File: src/rtl/hazard_scoreboard.sv
// Decode-stage hazard scoreboard: per-source bypass selection, RAW/WAW/capacity
// stall generation and busy tracking for outstanding long-latency producers.
module hazard_scoreboard #(
    parameter int XLEN     = 32,
    parameter int NREG     = 32,
    parameter int NSRC     = 2,
    parameter int NSTAGE   = 3,
    parameter int MAX_LONG = 4,
    localparam int AW      = $clog2(NREG),
    localparam int CW      = $clog2(MAX_LONG + 1)
) (
    input  logic                   clk,
    input  logic                   rst,
    input  logic                   dec_valid,
    input  logic [NSRC*AW-1:0]     dec_rs,
    input  logic [NSRC-1:0]        dec_rs_used,
    input  logic [AW-1:0]          dec_rd,
    input  logic                   dec_rd_we,
    input  logic                   dec_long,
    input  logic                   issue_ready,
    input  logic [NSTAGE-1:0]      stg_valid,
    input  logic [NSTAGE-1:0]      stg_we,
    input  logic [NSTAGE-1:0]      stg_data_ok,
    input  logic [NSTAGE*AW-1:0]   stg_rd,
    input  logic [NSTAGE*XLEN-1:0] stg_data,
    input  logic                   lwb_valid,
    input  logic [AW-1:0]          lwb_rd,
    input  logic [XLEN-1:0]        lwb_data,
    output logic                   stall_D,
    output logic [NSRC-1:0]        fwd_valid,
    output logic [NSRC*XLEN-1:0]   fwd_data,
    output logic [CW-1:0]          long_cnt,
    output logic [31:0]            stall_cnt,
    output logic                   sb_err
);

    logic [NREG-1:0] busy_q, busy_d;
    logic [CW-1:0]   long_cnt_q, long_cnt_d;
    logic [31:0]     stall_cnt_q, stall_cnt_d;
    logic            sb_err_q, sb_err_d;

    logic raw_stall;
    logic waw_stall;
    logic cap_stall;
    logic issue;
    logic set_en;
    logic clr_en;

    // The youngest matching stage shadows older ones and the long-op writeback.
    always_comb begin : bypass_select
        logic hit;
        hit       = 1'b0;
        raw_stall = 1'b0;
        fwd_valid = '0;
        fwd_data  = '0;
        for (int s = 0; s < NSRC; s++) begin
            hit = 1'b0;
            if (dec_rs_used[s] && (dec_rs[s*AW +: AW] != '0)) begin
                for (int t = 0; t < NSTAGE; t++) begin
                    if (!hit && stg_valid[t] && stg_we[t] &&
                        (stg_rd[t*AW +: AW] == dec_rs[s*AW +: AW])) begin
                        hit = 1'b1;
                        if (stg_data_ok[t]) begin
                            fwd_valid[s]                = 1'b1;
                            fwd_data[s*XLEN +: XLEN]    = stg_data[t*XLEN +: XLEN];
                        end else begin
                            raw_stall = 1'b1;
                        end
                    end
                end
                if (!hit) begin
                    if (lwb_valid && (lwb_rd == dec_rs[s*AW +: AW])) begin
                        fwd_valid[s]             = 1'b1;
                        fwd_data[s*XLEN +: XLEN] = lwb_data;
                    end else if (busy_q[dec_rs[s*AW +: AW]]) begin
                        raw_stall = 1'b1;
                    end
                end
            end
        end
    end

    // WAW and capacity look only at registered state, so a same-cycle lwb never unblocks them.
    always_comb begin
        waw_stall = dec_rd_we && (dec_rd != '0) && busy_q[dec_rd];
        cap_stall = dec_long && (long_cnt_q == CW'(MAX_LONG));
        stall_D   = dec_valid && (raw_stall || waw_stall || cap_stall);
        issue     = dec_valid && issue_ready && !stall_D;
        set_en    = issue && dec_long && dec_rd_we && (dec_rd != '0);
        clr_en    = lwb_valid && busy_q[lwb_rd];
    end

    always_comb begin
        busy_d = busy_q;
        if (clr_en) begin
            busy_d[lwb_rd] = 1'b0;
        end
        if (set_en) begin
            busy_d[dec_rd] = 1'b1;
        end

        long_cnt_d = long_cnt_q;
        if (set_en && !clr_en) begin
            long_cnt_d = long_cnt_q + CW'(1);
        end else if (clr_en && !set_en) begin
            long_cnt_d = long_cnt_q - CW'(1);
        end

        stall_cnt_d = stall_cnt_q;
        if (stall_D && (stall_cnt_q != 32'hFFFF_FFFF)) begin
            stall_cnt_d = stall_cnt_q + 32'd1;
        end

        sb_err_d = sb_err_q || (lwb_valid && !busy_q[lwb_rd]);
    end

    always_ff @(posedge clk or posedge rst) begin
        if (rst) begin
            busy_q      <= '0;
            long_cnt_q  <= '0;
            stall_cnt_q <= '0;
            sb_err_q    <= 1'b0;
        end else begin
            busy_q      <= busy_d;
            long_cnt_q  <= long_cnt_d;
            stall_cnt_q <= stall_cnt_d;
            sb_err_q    <= sb_err_d;
        end
    end

    assign long_cnt  = long_cnt_q;
    assign stall_cnt = stall_cnt_q;
    assign sb_err    = sb_err_q;

endmodule
File: config.mk
export PLATFORM = sky130hd
export DESIGN_NAME = hazard_scoreboard
export DESIGN_NICKNAME = d
export VERILOG_FILES = /design/src/rtl/hazard_scoreboard.sv
export SDC_FILE = /design/constraint.sdc
export NUM_CORES = 1
export LEC_CHECK = 0
export ABC_CLOCK_PERIOD_IN_PS = 3950
export CORE_MARGIN = 3
export CORE_UTILIZATION = 40
export CTS_BUF_LIST = sky130_fd_sc_hd__clkbuf_8 sky130_fd_sc_hd__clkbuf_16
export DETAILED_ROUTE_END_ITERATION = 12
export PLACE_DENSITY = 0.9
export SLEW_MARGIN = 20
export SYNTH_ARGS = -nofsm -noshare
export SYNTH_HDL_FRONTEND = slang
export SYNTH_SLANG_ARGS = --single-unit
File: constraint.sdc
create_clock -name clk -period 3.95 [get_ports clk]
set_input_delay 0.9875 -clock clk [delete_from_list [all_inputs] [get_ports clk]]
set_output_delay 0.9875 -clock clk [all_outputs]
set_load 0.01 [all_outputs]
# == After elaboration in Yosys (flattened, before gate mapping) ==
# Cells that the tools add are included.
# classes
add_sub_neg,3
order_cmp,6
eq_ne,10
mux,82
bitwise_logic,3
n_reduce_logical,50
# op_table
operator,count
2-to-1 mux 32 bit,19
2-to-1 mux 1 bit,55
equality test 5 bit,8
logical AND 1 bit,35
adder 32 x 1 -> 32 bit (second input constant),1
bitwise AND 32 bit,1
inequality test 32 bit (second input constant),1
NOT 32 bit,1
OR 32 bit,1
< comparator 5 x 6 -> 1 bit (second input constant),4
binary-select mux 1 bit (select 5 bit),4
nonzero test 5 bit,3
demux 1 bit (select 5 bit),2
>= comparator 5 x 1 -> 1 bit (second input constant),2
zero test 1 bit,8
2-to-1 mux 3 bit,2
adder 3 x 1 -> 3 bit (second input constant),1
equality test 3 bit (second input constant),1
logical OR 1 bit,3
subtractor 3 x 1 -> 3 bit (second input constant),1
nonzero test 2 bit,1
# totals
regBits,68
input_bits,181
out_inout_bits,103
wordCells,158

# == Logic depth before layout (Yosys ltp) ==
# Gate-level depths: netlist of the first run.
# logic_depth
word_depth,41
depth_mapped,18
depth_no_buf,14

# == Worst setup path before layout of the first run ==
# No wires, ideal clock.
# synth_path
path_kind,input to register
from,in dec_rd[0]
to,"reg long_cnt_q[2], in the netlist long_cnt[2]"
setup_ns,0.079
t_arrival_ns,4.077
required_ns,3.871
setup_slack_ns,-0.206
path_stages,18
n_path_buf,4
path_cell_list,buf_6 clkbuf_1 mux2i_1 o22ai_1 nand3_1 nand4b_1 a311oi_2 nand4_2 or3_1 buf_2 buf_6 inv_1 ha_1 inv_1 fa_1 xor2_1 nor2_1 xor2_1
# synth_via
elab_chain_cells,14
word_cells_on_any_way,18
cone_classes,mux: 3; reduce/logical: 15
# synth_rtl
element,line,rtl
"start, declared",17,"input logic [AW-1:0] dec_rd,"
binary-select mux 1 bit (select 5 bit) / nonzero test 5 bit (equally long branches),"85, 89",
2-to-1 mux 1 bit (implied by the code) / logical AND 1 bit (equally long branches),85,waw_stall = dec_rd_we && (dec_rd != '0) && busy_q[dec_rd];
logical AND 1 bit,85,
logical OR 1 bit (2 in series),87,stall_D = dec_valid && (raw_stall || waw_stall || cap_stall);
logical AND 1 bit,87,
zero test 1 bit,88,issue = dec_valid && issue_ready && !stall_D;
logical AND 1 bit,88,
logical AND 1 bit (2 in series),89,set_en = issue && dec_long && dec_rd_we && (dec_rd != '0);
logical AND 1 bit *,89,
zero test 1 bit,105,end else if (clr_en && !set_en) begin
logical AND 1 bit,105,
nonzero test 2 bit (no source line),n/a,
"end signal, assigned",125,long_cnt_q <= long_cnt_d;
"end, declared",38,"logic [CW-1:0] long_cnt_q, long_cnt_d;"
# Every way passes the cells marked *; elsewhere a longest branch is shown, timed or not. The select of a mux whose other input is x is not followed.
# A chain may end at the register's enable or synchronous reset.

# == Worst setup path in the final report of the first run ==
# layout_path
from,in dec_rs[0]
to,out fwd_data[31]
# layout_via
elab_chain_cells,18
word_cells_on_any_way,30
cone_classes,eq/ne: 4; mux: 14; reduce/logical: 12
# layout_rtl
element,line,rtl
"start, declared",15,"input logic [NSRC*AW-1:0] dec_rs,"
equality test 5 bit,61,(stg_rd[t*AW +: AW] == dec_rs[s*AW +: AW])) begin
logical AND 1 bit,60,if (!hit && stg_valid[t] && stg_we[t] &&
2-to-1 mux 1 bit,60,
2-to-1 mux 1 bit,58,if (dec_rs_used[s] && (dec_rs[s*AW +: AW] != '0)) begin
zero test 1 bit,60,
logical AND 1 bit (3 in series),60,
2-to-1 mux 1 bit,60,
2-to-1 mux 1 bit,58,
zero test 1 bit,60,
logical AND 1 bit (3 in series),60,
2-to-1 mux 32 bit / 2-to-1 mux 1 bit (equally long branches),60,
2-to-1 mux 32 bit / 2-to-1 mux 1 bit (equally long branches),"72, 58",
2-to-1 mux 32 bit,71,if (!hit) begin
2-to-1 mux 32 bit *,58,
"end, declared",31,"output logic [NSRC*XLEN-1:0] fwd_data,"
# Marked as above.

==> implementation parameters, run 1 <==
Parameter                              Value

Status
  Status ... finished with violations
  Violations in the final reports ... setup timing

Drt
  Count of antenna-violating nets left after detailed routing ... 0
  DRC violation count after routing ... 0
  Drt first pass iters ... 8
  Per-cell via count in the routed design ... 6.74
  Total number of vias ... 9,566
  Detail-routed net length per standard cell ... 25.3 µm
  Detailed Route Iter0 Violations ... 1,162
  Detailed Route WL ... 35.9 mm

Worst setup path
  Slowest stage cell on the critical path ... nor4_2
  Critical path class ... in -> out
  Arrival time of the worst setup path ... 3.24 ns
  Delay of the slowest critical-path stage ... 0.33 ns
  CP cell instances ... buf_8 -> buf_8 -> xor2_2 -> nor4_2 -> and3b_2 -> nand2_2 -> nor3_4 -> buf_6 -> buf_12 -> buf_4 -> nand2_4 -> a31oi_4 -> buf_6
  Element type at the critical path end ... output port
  Startpoint Class ... input pin
  Highest fanout seen on the critical path ... 5
  CP required ... 2.96 ns

Floorplanning
  Top Ports ... 284
  Horiz. Die Dim ... 135 µm
  Site Rows ... 46
  Die footprint ... 18,300 µm²
  Die outline height ... 135 µm
  Starting Density ... 41.4%
  Core outline area ... 16,100 µm²

Logic synthesis
  Async S/R FF share, synth ... 100%
  Synth top area cells ... dfrtp_1 (25%), mux4_2 (9.4%), xnor2_1 (8.1%)
  Number of enable flip-flop cells after synthesis ... 0
  Mapped Nets ... 985
  Synthesized flop and latch total ... 68
  Synth Warn # ... 0
  Synth area leader ... dfrtp_1
  Cell area after synthesis ... 6680 µm²
  Distinct cells, synth ... 54
  Post-Syn Instances ... 801
  Most common library cells after synthesis ... nand2_1 (125), dfrtp_1 (68), a31oi_1 (64)
  Average instance area after synthesis ... 8.34 µm²
  Portion of the post-synthesis area used by sequential elements ... 25.5%
  Most frequently used cell type in the post-synthesis netlist ... nand2_1
  Primary flip-flop cell chosen by synthesis mapping ... dfrtp_1
  Portion of synthesized cell area occupied by the leading cell type ... 25.5%

Clocking
  Buffer levels on the longest clock path ... 2
  CTS H-tree lvls ... 3
  Clock tree root buffer cell ... clkbuf_16
  Reg clk slew, reported paths ... 0.06 ns
  Insertion delay of the later-clocked pin in the worst-skew pair ... 0.33 ns
  Count of hold-fix buffers inserted at cts ... 0
  Clk sink count ... 68
  Number of CTS-inserted buffers ... 9
  CTS tree ... built

GRT
  Wire length of the first global-routing pass ... 47.9 mm
  Number of global-route vias before repair ... 8,855
  GRT Util Overall ... 32.9%
  Total global routing overflow ... 0
  Largest net degree at the start of global routing ... 34
  Number of antenna violations at the first check in global routing ... 3

Timing
  Achievable clock frequency ... 0.236 GHz
  Max-slew headroom ... 54.2%
  RSZ-0062 raised after global routing ... yes
  Final Setup Violations ... 69
  Hold Vio Cnt, Final ... 0
  Hold Slack ... 0.476 ns
  Max-slew violations ... 0
  Worst Max-Slew Pin Slew ... 0.687 ns
  Final setup margin ... -0.280 ns
  Post-layout minimum cycle time ... 4.23 ns
  Period utilization ... 107%
  Final worst clock skew ... 0.00785 ns

Worst hold path
  Class of the tightest hold or removal check ... reg -> reg

Finish
  Share of cells above drive strength 1 ... 37.6%
  Final nets ... 1,379
  Synthesis-to-finish area growth ... 82.0%
  Post-layout utilization of the core ... 75.4%
  Post-route cell area ... 12,200 µm²

Pwr
  Pwr Density ... 219 nW/µm²
  Leak pwr ... 0.00480 µW
  IR drop worst, VDD ... 0.363 mV

Placement
  Total of buffers placed on input and output ports ... 283
  Placed standard-cell area ... 10,500 µm²
  Placer congestion estimate ... 1.03
  Post-detailed-placement half-perimeter wirelength ... 21.8 mm

Flow run
  MaxCap Viol Count ... 0
==> through the flow <==
step                power, µW  TNS (ns)  instances  worst slack (ns)
finish                   2660     -8.34       1419            -0.280
global placement         1690    -72.43       1334            -0.992
CTS                      2570    -0.167       1396           -0.0493
detailed placement       1710    -80.07       1334             -1.07
floorplan                1210   -0.0983        801           -0.0597
global route             2750    -34.64       1418            -0.672
==> logic make-up (layout without fill, tap and decap cells) <==
kind of cell,after synthesis,in the layout,share of synthesized area [%]
compound gates,219,219,23.3
fa+ha+maj,3,3,0.675
xor+xnor,74,74,9.71
flops,68,68,25.5
buf+inv,84,483,5.45
other cells,0,3,0
mux,42,42,11.6
simple gates,311,311,23.8
==> registers in the layout (all words and copies together) (netlist names) <==
register and flops:
busy_q 32, long_cnt 3, sb_err 1, stall_cnt 32
==> routing by layer <==
layer | share of wire, % | routed length (µm) | vias to the layer above | track usage (%)
li1 | - | - | 3888 | -
met4 | 8.6 | 3110 | 0 | 20.9
met2 | 47 | 16700 | 900 | 55.9
met3 | 12 | 4290 | 284 | 7.95
met1 | 33 | 11800 | 4494 | 37.0
met5 | 0 | 0 | - | 0
==> placed cells by master (no fill, tap or decap), types with 9 or more instances in the layout <==
cell             instances
nand2_2                 21
a22oi_1                 23
nand4_1                 26
nor2_1                  13
a31oi_1                 52
clkbuf_16               14
o21ai_0                 31
xnor2_1                 39
buf_12                  12
nand3_1                 58
mux2i_1                 11
and3_1                  17
buf_6                   48
dfrtp_1                 68
clkdlybuf4s50_1        177
mux4_2                  28
a22oi_2                  9
buf_2                   58
xnor2_2                 23
a32oi_1                 30
a31oi_4                 11
clkbuf_2                19
buf_4                  112
nand2_4                 10
o31ai_1                 25
nand2_1                 94
==> cell type report <==
class	instances	area, µm²
multi-input combinational	649	5500
timing repair buffer	459	4340
fill	995	3960
sequential	68	1700
tap	216	270
clock buffer	10	239
clock inverter	6	63.8
inverter	8	32.5
antenna	3	7.51
==> report_power, final <==
| part | internal [µW] | switching [µW] | total, µW | leakage (µW) |
|---|---|---|---|---|
| sequential | 763 | 93.3 | 856 | 0.000924 |
| combinational | 532 | 461 | 993 | 0.00373 |
| clock | 504 | 305 | 809 | 0.000144 |
| total | 1800 | 860 | 2660 | 0.00480 |
==> critical path, delay by kind of cell <==
family | cells | cell delay, ns
buffers and inverters | 6 | 0.83
XOR/XNOR | 1 | 0.14
AO/OA/AOI/OAI | 1 | 0.32
AND/OR/NAND/NOR | 5 | 0.96
==> worst paths after layout <==
kind	slack, ns	cells past startpoint	from	to
setup / recovery	-0.28	13	dec_rs[0]	fwd_data[31]
hold / removal	0.48	1	sb_err	sb_err
setup reg to reg	0.17	15	busy_q[26]	long_cnt[2]
hold reg to reg	0.48	1	sb_err	sb_err
max in group asynchronous	2.16	3	rst	stall_cnt[28]
min in group asynchronous	1.08	2	rst	stall_cnt[1]
==> timing repair <==
item / 4_1_cts / 5_1_grt
setup endpoints to repair: 101 / 69
resized for setup: 408 / 211
pin swaps: 43 / 89
cloned: 7 / 5
buffers inserted: 39 / 20
No activity file was read; power rests on OpenSTA's default activity.
==> run 2: changes to the inputs <==
--- a/config.mk
+++ b/config.mk
@@ -8,7 +8,6 @@
 export ABC_CLOCK_PERIOD_IN_PS = 3950
 export CORE_MARGIN = 3
 export CORE_UTILIZATION = 40
-export CTS_BUF_LIST = sky130_fd_sc_hd__clkbuf_8 sky130_fd_sc_hd__clkbuf_16
 export DETAILED_ROUTE_END_ITERATION = 12
 export PLACE_DENSITY = 0.9
 export SLEW_MARGIN = 20
==> results of run 2 <==
Same layout as run 1: the final DEF is identical, and so are final timing and power.
